--- src/rtl/memtest_cmd_gen.sv ---
// memtest_cmd_gen: memory-test command stream generator (write sweep, optional fault inject, read-back sweep)
module memtest_cmd_gen #(
    parameter logic [7:0] WR_OP  = 8'h02,
    parameter logic [7:0] RD_OP  = 8'h03,
    parameter logic [7:0] INJ_OP = 8'h80
) (
    input  logic        core_clk,
    input  logic        rst_n,
    input  logic        start,
    input  logic        abort,
    input  logic [15:0] addr_lo,
    input  logic [15:0] addr_hi,
    input  logic [7:0]  pattern,
    // "checker" is a reserved word in SystemVerilog, hence the suffix
    input  logic        checker_en,
    input  logic        inj_en,
    input  logic [15:0] inj_addr,
    input  logic [7:0]  inj_data,
    output logic [31:0] m_axis_tdata,
    output logic        m_axis_tvalid,
    output logic        m_axis_tlast,
    input  logic        m_axis_tready,
    output logic        busy,
    output logic        done,
    output logic        range_err,
    output logic [17:0] cmd_count
);
    typedef enum logic [2:0] {IDLE, WR, INJ, RD, FIN} state_t;
    state_t      state_q, state_d;
    logic [15:0] lo_q, lo_d, hi_q, hi_d, addr_q, addr_d, inj_addr_q, inj_addr_d, nxt;
    logic [7:0]  pat_q, pat_d, inj_data_q, inj_data_d;
    logic        chk_q, chk_d, inj_en_q, inj_en_d, abort_q, abort_d;
    logic [31:0] tdata_q, tdata_d;
    logic        tvalid_q, tvalid_d, tlast_q, tlast_d, busy_q, busy_d, done_q, done_d, err_q, err_d;
    logic [17:0] cnt_q, cnt_d;
    logic        hs, stop;

    function automatic logic [7:0] wr_data(input logic [7:0] p, input logic c, input logic [15:0] a);
        return p ^ ((c & a[0]) ? 8'hFF : 8'h00);
    endfunction

    assign m_axis_tdata  = tdata_q;
    assign m_axis_tvalid = tvalid_q;
    assign m_axis_tlast  = tlast_q;
    assign busy          = busy_q;
    assign done          = done_q;
    assign range_err     = err_q;
    assign cmd_count     = cnt_q;

    // Next-state and next-command: the output register is reloaded only on a handshake, so a stalled command stays put
    always_comb begin
        state_d    = state_q;
        lo_d       = lo_q;
        hi_d       = hi_q;
        addr_d     = addr_q;
        pat_d      = pat_q;
        chk_d      = chk_q;
        inj_en_d   = inj_en_q;
        inj_addr_d = inj_addr_q;
        inj_data_d = inj_data_q;
        abort_d    = abort_q;
        tdata_d    = tdata_q;
        tvalid_d   = tvalid_q;
        tlast_d    = tlast_q;
        busy_d     = busy_q;
        done_d     = 1'b0;
        err_d      = err_q;
        hs         = tvalid_q & m_axis_tready;
        stop       = abort | abort_q;
        nxt        = addr_q + 16'd1;
        cnt_d      = (hs && cnt_q != 18'h3FFFF) ? cnt_q + 18'd1 : cnt_q;
        case (state_q)
            IDLE: begin
                if (start && !abort) begin
                    lo_d       = addr_lo;
                    hi_d       = addr_hi;
                    pat_d      = pattern;
                    chk_d      = checker_en;
                    inj_en_d   = inj_en;
                    inj_addr_d = inj_addr;
                    inj_data_d = inj_data;
                    abort_d    = 1'b0;
                    cnt_d      = '0;
                    err_d      = 1'b0;
                    busy_d     = 1'b1;
                    if (addr_lo <= addr_hi) begin
                        state_d  = WR;
                        addr_d   = addr_lo;
                        tvalid_d = 1'b1;
                        tlast_d  = 1'b0;
                        tdata_d  = {WR_OP, addr_lo, wr_data(pattern, checker_en, addr_lo)};
                    end else begin
                        err_d   = 1'b1;
                        state_d = FIN;
                        done_d  = 1'b1;
                    end
                end
            end
            WR, INJ, RD: begin
                abort_d = stop;
                if (hs) begin
                    if (stop || (state_q == RD && addr_q == hi_q)) begin
                        state_d  = FIN;
                        tvalid_d = 1'b0;
                        tlast_d  = 1'b0;
                        done_d   = 1'b1;
                    end else if (state_q == WR && addr_q != hi_q) begin
                        addr_d  = nxt;
                        tdata_d = {WR_OP, nxt, wr_data(pat_q, chk_q, nxt)};
                    end else if (state_q == WR && inj_en_q) begin
                        state_d = INJ;
                        tdata_d = {INJ_OP, inj_addr_q, inj_data_q};
                    end else if (state_q == RD) begin
                        addr_d  = nxt;
                        tdata_d = {RD_OP, nxt, 8'h00};
                        tlast_d = nxt == hi_q;
                    end else begin
                        state_d = RD;
                        addr_d  = lo_q;
                        tdata_d = {RD_OP, lo_q, 8'h00};
                        tlast_d = lo_q == hi_q;
                    end
                end
            end
            FIN: begin
                busy_d  = 1'b0;
                state_d = IDLE;
            end
            default: state_d = IDLE;
        endcase
    end

    // State and output registers; reset drops tvalid immediately and discards the run
    always_ff @(posedge core_clk or negedge rst_n) begin
        if (!rst_n) begin
            state_q    <= IDLE;
            lo_q       <= '0;
            hi_q       <= '0;
            addr_q     <= '0;
            pat_q      <= '0;
            chk_q      <= 1'b0;
            inj_en_q   <= 1'b0;
            inj_addr_q <= '0;
            inj_data_q <= '0;
            abort_q    <= 1'b0;
            tdata_q    <= '0;
            tvalid_q   <= 1'b0;
            tlast_q    <= 1'b0;
            busy_q     <= 1'b0;
            done_q     <= 1'b0;
            err_q      <= 1'b0;
            cnt_q      <= '0;
        end else begin
            state_q    <= state_d;
            lo_q       <= lo_d;
            hi_q       <= hi_d;
            addr_q     <= addr_d;
            pat_q      <= pat_d;
            chk_q      <= chk_d;
            inj_en_q   <= inj_en_d;
            inj_addr_q <= inj_addr_d;
            inj_data_q <= inj_data_d;
            abort_q    <= abort_d;
            tdata_q    <= tdata_d;
            tvalid_q   <= tvalid_d;
            tlast_q    <= tlast_d;
            busy_q     <= busy_d;
            done_q     <= done_d;
            err_q      <= err_d;
            cnt_q      <= cnt_d;
        end
    end
endmodule
--- config.mk ---
export PLATFORM = sky130hd
export DESIGN_NAME = memtest_cmd_gen
export DESIGN_NICKNAME = d
export VERILOG_FILES = /design/src/rtl/memtest_cmd_gen.sv
export SDC_FILE = /design/constraint.sdc
export NUM_CORES = 1
export LEC_CHECK = 0
export ABC_AREA = 0
export ABC_CLOCK_PERIOD_IN_PS = 5900
export BUFFER_PORTS_ARGS = -buffer_cell sky130_fd_sc_hd__buf_2
export CORE_ASPECT_RATIO = 0.75
export CORE_MARGIN = 3
export CORE_UTILIZATION = 45
export CTS_BUF_LIST = sky130_fd_sc_hd__clkbuf_2
export CTS_CLUSTER_DIAMETER = 200
export CTS_CLUSTER_SIZE = 8
export DETAILED_ROUTE_END_ITERATION = 10
export GPL_ROUTABILITY_DRIVEN = 0
export PLACE_DENSITY = 0.66
export SLEW_MARGIN = 20
export SYNTH_ARGS = -nofsm -noshare
export SYNTH_HDL_FRONTEND = slang
export SYNTH_SLANG_ARGS = --single-unit
--- constraint.sdc ---
create_clock -name core_clk -period 5.9 [get_ports core_clk]
set_clock_uncertainty 0.2 [all_clocks]
set_input_delay 1.18 -clock core_clk [delete_from_list [all_inputs] [get_ports core_clk]]
set_output_delay 1.18 -clock core_clk [all_outputs]
set_load 0.01 [all_outputs]
==> metrics <==
headroom to the max-slew limit=28.6%; Crit. End Element=flip-flop; hold_buf cts=0; routed vias=7235; Max Cap Violations=0; Core Rows=42; cts repair resizes=0; clk sinks=136; Total Nets Final=1127; Die X=162 um; Distinct cells, synth=78; fillcell total=1753; Warnings, synthesis=0; Vias/cell=5.59; routed length per instance=19.0 um; placed instance area=8870 um^2; Setup CP Type=flip-flop to flip-flop; Syn Inst Count=948; worst hold slack=300 ps; total gr overflow=0; static leakage=4.20 nW; Port Buf Inserts=120; die height=123 um; starting density of the core=46.2%; maximum VDD drop=0.198 mV; DIE AREA=19900 um^2; worst path cell trace=ha_1 > nand4_1 > nor4_2 > xnor2_1 > o21ai_0 > o31a_1 > a311oi_1 > a31o_1; all-layer global routing usage=25.1%; clock-pin slew on the worst setup and hold paths=230 ps; R2R Path Start=addr_q[0]; core box area=17700 um^2; Worst R2R End=m_axis_tlast; # IOs=126; total setup buffers inserted after CTS=0; CTS Buf Count=17; final hold vios=0; initial antenna violation count=1; unrepaired setup endpoints after global routing=false; DR iter-0 viols=675; final instance area=9090 um^2; antenna viol nets, final=0; CTS H-Tree Depth=4; 1st-pass router iterations=8; sequential element share of the synthesized area=41.6%; Synth Register Bits=136; status=finished, final reports clean; synthesized area=8180 um^2; ys async rst share=100%; drt total wl=24.7 mm; largest net degree at the start of global routing=100; P per Cell Area=485 nW/um^2; CTS tree=done; endpoints failing setup=0; share of layout cells above drive strength 1=19.5%; DP Wirelength=17.7 mm; FF-to-FF setup slack=2420 ps; reg2reg path depth=8; pin slew with the least headroom to its limit=1060 ps; critical path's largest stage delay=680 ps; max-slew violations=0; Post-synth EDFFs=0; mean post-synth cell area=8.63 um^2; Critical Path Slowest Stage Cell=dfrtp_1; Setup TNS Final=0 ps; first-pass GRT wire length=38.6 mm; Critical Path RT=6390 ps; root buf cell=clkbuf_2; DRC viols=0; clock buffer depth=2; number of global-route vias before repair=6823; ys flop type=dfrtp_1; P&R area growth vs syn=11.2%; Startpoint Class=flip-flop; Critical Path AT=3970 ps; Max Freq=287 MHz; clock latency on the worst-skew pair=760 ps; Hold WC Path Type=input pin to asynchronous set/reset pin; Tcrit/Tclk final=59.0%; min Tclk post-route=3480 ps; crit path max fanout=10
[cell usage after synthesis (7+ instances only)]
| master | count | area share [%] |
|---|---|---|
| a211oi_1 | 8 | 0.73 |
| a21oi_1 | 52 | 3.2 |
| a2bb2oi_1 | 8 | 0.86 |
| a31oi_1 | 12 | 0.92 |
| and2_1 | 7 | 0.54 |
| buf_1 | 9 | 0.41 |
| buf_2 | 15 | 0.92 |
| buf_6 | 8 | 1.1 |
| clkbuf_1 | 24 | 1.1 |
| dfrtp_1 | 136 | 42 |
| ha_1 | 18 | 2.8 |
| inv_1 | 40 | 1.8 |
| mux2i_1 | 9 | 1.1 |
| nand2_1 | 209 | 9.6 |
| nand3_1 | 15 | 0.92 |
| nand4_1 | 16 | 1.2 |
| nor2_1 | 71 | 3.3 |
| nor3_1 | 12 | 0.73 |
| nor4_1 | 7 | 0.54 |
| o211ai_1 | 8 | 0.73 |
| o21ai_0 | 59 | 3.6 |
| o22ai_1 | 21 | 1.6 |
| xnor2_1 | 48 | 5.1 |
| xor2_1 | 23 | 2.5 |
[power breakdown]
part	total, mW	leakage, nW	switching (mW)	internal, mW
registers	1.80	1.67	0.484	1.32
clock network	0.545	0.132	0.416	0.129
logic	2.06	2.40	1.19	0.874
total	4.41	4.20	2.09	2.32
[sequential cells by signal (all words and copies together), names as in the netlist, 3 cells and up]
signal,flops
inj_data_q,8
m_axis_tdata,27
hi_q,16
inj_addr_q,16
cmd_count,18
state_q,3
pat_q,8
addr_q,16
lo_q,16
[stage by stage]
| step | cells | setup WS (ps) | total power, mW | util (%) |
|---|---|---|---|---|
| 6_report | 1294 | 2420 | 4.41 | 51.4 |
| 5_1_grt | 1294 | 2180 | 4.73 | 51.4 |
| 4_1_cts | 1293 | 2500 | 4.38 | 51.3 |
| 3_5_place_dp | 1261 | 1740 | 3.84 | 50.1 |
| 3_3_place_gp | 1261 | 1800 | 3.80 | 50.1 |
| 2_1_floorplan | 952 | 2450 | 3.22 | - |
[kinds of logic after synthesis]
kind of cell             synth area share, %
buffers and inverters                   5.98
AND/OR/NAND/NOR                         22.0
adder cells (fa/ha/maj)                 2.75
other                                 0.0458
AO/OA/AOI/OAI                           16.0
XOR/XNOR                                8.67
multiplexers                            3.01
flip-flops                              41.6
[worst max-delay path by stage]
stage | cells past startpoint | startpoint | endpoint | slack [ps]
final | 8 | addr_q[0] | m_axis_tlast | 2420
after global placement | 9 | addr_lo[13] | addr_q[5] | 1800
after detailed placement | 9 | addr_lo[13] | addr_q[5] | 1740
after floorplan | 10 | addr_hi[13] | addr_q[1] | 2450
after CTS | 6 | state_q[1] | hi_q[8] | 2500
after global routing | 8 | addr_q[0] | m_axis_tlast | 2180
[layout by cell type (no fill, tap or decap), types with 8 or more instances in the layout]
| cell type | n |
|---|---|
| nand2_1 | 209 |
| dfrtp_1 | 136 |
| buf_2 | 119 |
| nor2_1 | 69 |
| o21ai_0 | 59 |
| a21oi_1 | 52 |
| xnor2_1 | 48 |
| inv_1 | 40 |
| xor2_1 | 23 |
| o22ai_1 | 21 |
| ha_1 | 18 |
| clkbuf_2 | 17 |
| nand4_1 | 16 |
| nand3_1 | 15 |
| nor3_1 | 12 |
| a31oi_1 | 12 |
| buf_4 | 10 |
| mux2i_1 | 9 |
| o211ai_1 | 8 |
| a211oi_1 | 8 |
| a2bb2oi_1 | 8 |
[area by class of cell]
class	count	area (um^2)	share of cell area, %
clock inverters	15	138	1.51
flip-flops and latches	136	3400	37.4
repair buffers	130	682	7.50
inverters	40	150	1.65
clock buffers	17	85.1	0.935
well taps	242	303	3.33
multi-input cells	713	4330	47.6
diodes	1	2.50	0.0275
[routing by layer]
metal / vias up / GRT usage [%] / wire [um]
li1: 3448 / - / -
met1: 3440 / 37.8 / 11700
met2: 315 / 35.4 / 10100
met3: 32 / 8.03 / 2490
met4: 0 / 5.33 / 374
met5: - / 0 / 0
[critical path: cells and delay by family, from the launching register on]
family          cells  cell delay, ps
fa+ha+maj           1             280
simple gates        2             660
compound gates      4            1320
flops               1             680
xor+xnor            1             280
Note: power is estimated with default switching activity, not from simulation.
